[config.mk]
export PLATFORM = sky130hd
export DESIGN_NAME = mem_stage
export DESIGN_NICKNAME = d
export VERILOG_FILES = /design/src/rtl/mem_stage.sv
export SDC_FILE = /design/constraint.sdc
export NUM_CORES = 1
export LEC_CHECK = 0
export BUFFER_PORTS_ARGS = -buffer_cell sky130_fd_sc_hd__buf_4
export CAP_MARGIN = 25
export CORE_AREA = 2 2 98 100
export CTS_CLUSTER_SIZE = 16
export DETAILED_ROUTE_END_ITERATION = 16
export DIE_AREA = 0 0 100 102
export GPL_ROUTABILITY_DRIVEN = 0
export PLACE_DENSITY = 0.75
export REMOVE_ABC_BUFFERS = 1
export SLEW_MARGIN = 20
export SYNTH_ARGS = -nofsm -noshare
export SYNTH_HDL_FRONTEND = slang
export SYNTH_SLANG_ARGS = --single-unit
export TNS_END_PERCENT = 10
[constraint.sdc]
create_clock -name clk -period 2.7 [get_ports clk]
set_input_delay 0.405 -clock clk [delete_from_list [all_inputs] [get_ports clk]]
set_output_delay 0.405 -clock clk [all_outputs]
set_load 0.05 [all_outputs]
[src/rtl/mem_stage.sv]
// Pipeline MEM stage: data-memory req/ack handshake with wait/timeout FSM, branch resolve, MEM/WB register.
// Optional MEM_ALIGN_CHECK_EN: misaligned word accesses are dropped and flagged on bus_err.
module mem_stage #(
   parameter int TIMEOUT = 15
) (
   input  logic        clk,
   input  logic        rst,
   input  logic [31:0] res,
   input  logic [31:0] data_2,
   input  logic        zero,
   input  logic [4:0]  write_register,
   input  logic [2:0]  m_MEM,
   input  logic [1:0]  wb_MEM,
   output logic        dmem_req,
   output logic        dmem_we,
   output logic [31:0] dmem_addr,
   output logic [31:0] dmem_wdata,
   input  logic [31:0] dmem_rdata,
   input  logic        dmem_ack,
   output logic        stall,
   output logic        pc_src,
   output logic [31:0] read_data_WB,
   output logic [31:0] alu_res_WB,
   output logic [4:0]  write_register_WB,
   output logic [1:0]  wb_WB,
   output logic        bus_err,
   output logic        dbg_state
);

   localparam logic [0:0] IDLE = 1'b0;
   localparam logic [0:0] BUSY = 1'b1;
   localparam logic [3:0] TIMEOUT_CNT = 4'(TIMEOUT);

   // Handshake: dmem_req is held with stable addr/we/wdata until a cycle in
   // which dmem_ack is high; that cycle completes the access. ack is ignored
   // whenever req is low.
   logic [0:0] state;
   logic [3:0] wait_cnt;
   logic       mem_op;
   logic       issue;
   logic       timeout_hit;
   logic       load_ack;
   logic       drop_op;

   assign mem_op = m_MEM[1] | m_MEM[0];

`ifdef MEM_ALIGN_CHECK_EN
   logic misaligned;
   assign misaligned = (state == IDLE) & mem_op & (res[1:0] != 2'b00);
   assign issue      = mem_op & ~misaligned;
   assign drop_op    = misaligned;
`else
   assign issue      = mem_op;
   assign drop_op    = 1'b0;
`endif

   assign timeout_hit = (state == BUSY) & (wait_cnt == TIMEOUT_CNT) & ~dmem_ack;

   // rst gates req directly so an in-flight access is abandoned at once.
   assign dmem_req   = ~rst & ((state == BUSY) | issue);
   assign dmem_we    = m_MEM[0];
   assign dmem_addr  = res;
   assign dmem_wdata = data_2;
   // The timeout cycle releases the pipeline; the instruction retires as a bubble.
   assign stall      = dmem_req & ~dmem_ack & ~timeout_hit;
   assign load_ack   = dmem_req & dmem_ack & m_MEM[1] & ~m_MEM[0];
   assign pc_src     = m_MEM[2] & zero;
   assign dbg_state  = state;

   always_ff @(posedge clk or posedge rst) begin
      if (rst) begin
         state    <= IDLE;
         wait_cnt <= 4'd0;
      end else begin
         case (state)
            IDLE: begin
               if (issue & ~dmem_ack) begin
                  state    <= BUSY;
                  wait_cnt <= 4'd0;
               end
            end
            BUSY: begin
               if (dmem_ack | timeout_hit) state <= IDLE;
               else                        wait_cnt <= wait_cnt + 4'd1;
            end
            default: state <= IDLE;
         endcase
      end
   end

   always_ff @(posedge clk or posedge rst) begin
      if (rst) begin
         read_data_WB      <= 32'd0;
         alu_res_WB        <= 32'd0;
         write_register_WB <= 5'd0;
         wb_WB             <= 2'b00;
         bus_err           <= 1'b0;
      end else begin
         bus_err <= timeout_hit | drop_op;
         if (stall | timeout_hit | drop_op) begin
            wb_WB <= 2'b00;
         end else begin
            alu_res_WB        <= res;
            write_register_WB <= write_register;
            wb_WB             <= wb_MEM;
            read_data_WB      <= load_ack ? dmem_rdata : 32'd0;
         end
      end
   end

endmodule

==> results of run 1 <==
-- state kept, by name, indices dropped and copies added, names as in the netlist --
register,flops
write_register_WB,5
bus_err,1
alu_res_WB,32
wb_WB,2
wait_cnt,4
read_data_WB,32
dbg_state,1
-- routing by layer --
layer,vias to the layer above,GRT usage (%)
met4,0,5.48
met3,10,8.55
met2,176,23.6
met1,1185,22.0
met5,-,3.85
li1,1087,-
-- worst paths after layout --
path	slack, ns	cells past startpoint	end	from
max in group asynchronous	1.88	3	read_data_WB[29]	rst
setup reg to reg	0.72	5	alu_res_WB[11]	wait_cnt[0]
hold / removal	0.16	2	wait_cnt[1]	rst
hold reg to reg	0.50	1	alu_res_WB[5]	alu_res_WB[5]
min in group clk	0.28	3	wb_WB[0]	wb_MEM[0]
setup / recovery	0.55	4	stall	wait_cnt[0]
-- power by group through the flow --
stage / Sequential, mW / Combinational [mW] / Clock (mW)
floorplan: 1.49 / 0.124 / 0
global placement: 1.28 / 0.713 / 0
detailed placement: 1.28 / 0.720 / 0
CTS: 1.26 / 0.721 / 1.00
global route: 1.27 / 0.747 / 1.05
finish: 1.26 / 0.712 / 0.967
-- critical path: stages (launching register included) --
cell and delay, ns:
dfrtp_1 0.41, ha_1 0.29, a41o_1 0.29, nor3_1 0.18, buf_4 0.23
-- cell usage after synthesis --
cell / number
o22ai_1: 1
nor2_1: 6
nor3_4: 1
o32ai_4: 1
dfrtp_1: 77
a211oi_1: 1
nand4b_1: 1
clkbuf_1: 3
buf_2: 3
ha_1: 1
buf_6: 5
inv_1: 5
a41oi_1: 1
nor3_1: 1
a22o_1: 32
mux2_1: 10
buf_4: 65
or3_1: 1
o21ai_0: 2
o21bai_1: 1
nand3_1: 2
and2_1: 1
a2111oi_0: 1
nor2b_1: 1
a41o_1: 1
nor3_2: 1
nand2_1: 2
a21oi_1: 2
nand4b_4: 1
mux2_2: 27
-- kinds of logic after synthesis --
group                    synth area share (%)
buffers and inverters                    17.1
AND/OR/NAND/NOR                          3.56
adder cells (fa/ha/maj)                 0.363
flip-flops                               55.9
AO/OA/AOI/OAI                            10.9
multiplexers                             12.1
-- per-stage QoR --
step                      total power, mW  instances  utilization, %  instance area [sq um]
after floorplan                      1.62        181               -                   2870
after global placement               1.99        482            49.0                   4460
after detailed placement             2.00        482            49.0                   4460
after CTS                            2.98        498            51.4                   4680
after global routing                 3.07        498            51.4                   4680
final                                2.94        498            51.4                   4680
-- layout make-up --
cell class | instances | area [sq um] | share of cell area, %
sequential | 77 | 1930 | 41.2
timing repair buffer | 190 | 1440 | 30.7
multi-input combinational | 99 | 935 | 20.0
clock buffer | 11 | 141 | 3.02
tap | 111 | 139 | 2.97
clock inverter | 5 | 81.3 | 1.74
inverter | 5 | 20.0 | 0.428
-- placed cells by master, fill, tap and decap left out, drive strengths merged --
master,count
dfrtp,77
nand2,2
nand3,2
clkinvlp,1
a211oi,1
clkinv,2
clkbuf,11
nor2b,1
a22o,32
buf,190
mux2,37
nand4b,2
a21oi,2
and2,1
a41oi,1
a41o,1
o21ai,2
a2111oi,1
nor3,3
o32ai,1
or3,1
inv,5
ha,1
o22ai,1
bufinv,2
nor2,6
o21bai,1
==> impl_metrics.json, run 1 <==
{
  "fin_crit_sh_pct": 79.8,
  "synth_area_per_cell_sq_um": 13.4,
  "cts-resized-gates": 0,
  "clockBufferDepth": 2,
  "drive_gt1_share_pct": 61.2,
  "crit_fanout": 5,
  "firstDrtPassIters": 4,
  "pwr-share-clk_pct": 32.9,
  "worst_setup_path_start_kind": "flop",
  "powerDensity_nw_per_um2": 627,
  "core_area_sq_um": 9110,
  "drt-total-wl_um": 8820,
  "fmax_ghz": 0.464,
  "grt_use_total_pct": 16.7,
  "ys_seq_area_share_pct": 55.9,
  "place_ws_ns": 0.753,
  "wl_met1_um": 3740,
  "period_minus_slack_ns": 2.15,
  "peakVddDrop_v": 0.000370,
  "cts_tree": "built",
  "dp_hpwl_um": 6630,
  "grt_max_degree": 45,
  "initial_utilization_pct": 37.8,
  "cts_max_level": 3,
  "pwr-share-seq_pct": 42.8,
  "hold_class": "in -> async",
  "routedWlPerCell_um": 17.7,
  "slew_violations": 0,
  "p_leak_nw": 2.38,
  "rows": 35,
  "die_x_um": 100,
  "p_sw_share_pct": 31.3,
  "grt_pass1_vias": 2351,
  "dr.max_layer_used": "met4",
  "clk_pin_slew_ns": 0.08,
  "path_class": "reg -> out",
  "combPwrFrac_pct": 24.2,
  "syn_inst": 257,
  "antenna_found_initial": 0,
  "numCtsBuffers": 9,
  "netlist_area_sq_um": 3440,
  "die_h_um": 102,
  "drt-vias-per-instance": 4.94,
  "timing.hold.ws_ns": 0.164,
  "p_sw_uw": 920,
  "drt_iter0_drc": 57,
  "synth.area.top_cells": "dfrtp_1 56%, buf_4 14%, mux2_2 8.8%",
  "hold_violations": 0,
  "critPathRequiredTime_ns": 2.30,
  "postRouteAntennaNets": 0,
  "yosys.area.top_type_share_pct": 55.9,
  "layout.nets": 493,
  "outcome": "completed",
  "clkLatencyLatePin_ns": 0.34,
  "drcViolationCount": 0,
  "synth_cell_types": 30,
  "antennaDiodeCount": 0,
  "worstMarginPinSlew_ns": 0.617,
  "ctsRootBufferMaster": "clkbuf_8",
  "post_cts_buffers": 0,
  "route.met2.wl_um": 3920,
  "final-setup-viol-count": 0,
  "cp.arrival_ns": 1.75,
  "grt_pass1_wl_um": 12700,
  "fin_tns_setup_ns": 0,
  "worstSetupEndpointType": "output port",
  "portBuffers": 186,
  "p_int_mw": 2.02,
  "grt_overflow": 0,
  "max-cap-violations": 0,
  "fin_ws_ns": 0.545,
  "ios": 251,
  "ys_ff_latch": 77,
  "clkSinkCount": 77,
  "dieArea_sq_um": 10200,
  "rsz0062_at_grt": "no",
  "area_growth_pct": 35.9,
  "slew_headroom_pct": 58.8,
  "wl_met3_um": 1090,
  "hold_buffers": 0,
  "fill_cells": 765,
  "synth_area_leader_cell": "dfrtp_1",
  "yosysWarnings": 0,
  "vias": 2458,
  "fin_skew_ns": 0.0115
}
Note: power is estimated with default switching activity, not from simulation.
==> inputs of run 2 (changes only) <==
==> constraint.sdc (replaced) <==
create_clock -name clk -period 2.1 [get_ports clk]
set_input_delay 0.315 -clock clk [delete_from_list [all_inputs] [get_ports clk]]
set_output_delay 0.315 -clock clk [all_outputs]
set_load 0.05 [all_outputs]
==> run 2 against run 1 <==
Routed wire length fell by 0.54%. Non-clock buffer count up 1. Combinational power is 30% higher. Sequential power up 29%. Critical endpoint unchanged. Design area rose by 0.99%. Hold slack lost 0.068 ns. Critical path depth is the same. Clock power rose by 28%. Global-route usage fell by 0.16 points. Setup slack worse by 0.43 ns.
==> impl_metrics.json, run 2 (synthesized netlist as in run 1, its figures left out) <==
{
  "slew_violations": 0,
  "powerDensity_nw_per_um2": 800,
  "grt_use_total_pct": 16.6,
  "antenna_found_initial": 0,
  "crit_fanout": 5,
  "pwr-share-clk_pct": 32.7,
  "path_class": "reg -> out",
  "gr-usage-met1_pct": 22.0,
  "cp.arrival_ns": 1.67,
  "p_sw_mw": 1.18,
  "globalRouteMet2Util_pct": 23.0,
  "combPwrFrac_pct": 24.5,
  "p_int_mw": 2.60,
  "fin_crit_sh_pct": 94.7,
  "antennaDiodeCount": 0,
  "period_minus_slack_ns": 1.99,
  "drt-vias-per-instance": 4.84,
  "grt_pass1_vias": 2398,
  "worstMarginPinSlew_ns": 0.413,
  "final-setup-viol-count": 0,
  "grt_pass1_wl_um": 12700,
  "clk_pin_slew_ns": 0.08,
  "cts_tree": "built",
  "vias": 2417,
  "peakVddDrop_v": 0.000361,
  "ctsRootBufferMaster": "clkbuf_8",
  "most-common-layout-cells": "187 x buf_4, 77 x dfrtp_1, 32 x a22o_1, 27 x mux2_2",
  "clkLatencyLatePin_ns": 0.34,
  "cts_max_level": 3,
  "area_growth_pct": 37.3,
  "core_area_sq_um": 9110,
  "critPathRequiredTime_ns": 1.78,
  "hold_class": "in -> async",
  "drcViolationCount": 0,
  "worst_setup_path_start_kind": "flop",
  "dieArea_sq_um": 10200,
  "postLayoutCoreUtil_pct": 51.9,
  "ios": 251,
  "fmax_ghz": 0.503,
  "max-cap-violations": 0,
  "portBuffers": 186,
  "grt.busiest_layer": "met2",
  "timing.hold.ws_ns": 0.0961,
  "postRouteAntennaNets": 0,
  "outcome": "completed",
  "numCtsBuffers": 9,
  "fin_skew_ns": 0.00641,
  "clkSinkCount": 77,
  "p_sw_share_pct": 31.2,
  "p_leak_nw": 2.39,
  "grt_max_degree": 78,
  "rsz0062_at_grt": "no",
  "rows": 35,
  "dp_hpwl_um": 6530,
  "worstSetupEndpointType": "output port",
  "die_h_um": 102,
  "clockBufferDepth": 2,
  "reg_top3": "alu_res_WB: 32 flops, read_data_WB: 32 flops, write_register_WB: 5 flops",
  "drt-total-wl_um": 8770,
  "met3_usage_pct": 8.69,
  "initial_utilization_pct": 37.8,
  "die_x_um": 100,
  "layout.nets": 494,
  "hold_violations": 0,
  "drt_iter0_drc": 45,
  "layout_commonest_cell": "buf_4",
  "pwr-share-seq_pct": 42.8,
  "slew_headroom_pct": 72.5,
  "firstDrtPassIters": 4,
  "drive_gt1_share_pct": 61.9,
  "grt_overflow": 0,
  "routedWlPerCell_um": 17.6
}
[run 2: cell types whose count changed in the layout (fill, tap and decap cells not counted), sizes merged]
| cell | previous run | this run |
|---|---|---|
| inv | 5 | 4 |
| clkinvlp | 1 | 2 |
| buf | 190 | 191 |
[run 2: area by class of cell]
type                       instances  area [sq um]
clock inverter                     5          83.8
multi-input combinational         99           942
clock buffer                      11           141
tap                              111           139
inverter                           5          20.0
sequential                        77          1930
fill                             778          4380
timing repair buffer             191          1480
[run 2: stage by stage]
step	TNS [ns]	total power [mW]	cells	cell area (sq um)	setup WS, ns
finish	0	3.78	499	4730	0.111
global route	0	3.96	499	4730	0.0369
CTS	0	3.84	499	4720	0.00750
detailed placement	0	2.58	483	4490	0.309
global placement	0	2.57	483	4490	0.371
floorplan	-74.88	2.08	181	2870	-0.951
[run 2: power by group through the flow]
stage               Clock (mW)  Combinational [mW]  Sequential [mW]
finish                    1.24               0.926             1.62
global route              1.36               0.973             1.63
CTS                       1.28               0.935             1.62
detailed placement           0               0.933             1.65
global placement             0               0.922             1.64
floorplan                    0               0.160             1.92
[run 2: path summary, 6_finish.rpt]
path / from / end / slack, ns / cells past startpoint
worst min register to register: alu_res_WB[5] / alu_res_WB[5] / 0.50 / 1
worst max-delay path: wait_cnt[0] / stall / 0.11 / 4
worst max register to register: dbg_state / alu_res_WB[4] / 0.29 / 4
max in group asynchronous: rst / read_data_WB[8] / 1.66 / 3
min in group clk: dmem_rdata[1] / read_data_WB[1] / 0.19 / 2
worst min-delay path: rst / read_data_WB[19] / 0.1 / 3
[run 2: layer usage]
metal | up-vias | routed length (um)
met4 | 2 | 71
met3 | 8 | 1010
met1 | 1166 | 3840
met2 | 155 | 3820
li1 | 1086 | -
met5 | - | 33
[run 2: worst max-delay path, stage by stage, from the launching register on]
cell and delay [ns]:
dfrtp_1 0.41, ha_2 0.23, a41o_1 0.28, nor3_2 0.23, buf_6 0.19
[run 2: repair_timing]
action	CTS	global route
setup buffers	0	0
gates resized for setup	1	2
hold buffers	0	0
hold endpoints to repair	0	0
setup endpoints to repair	1	1
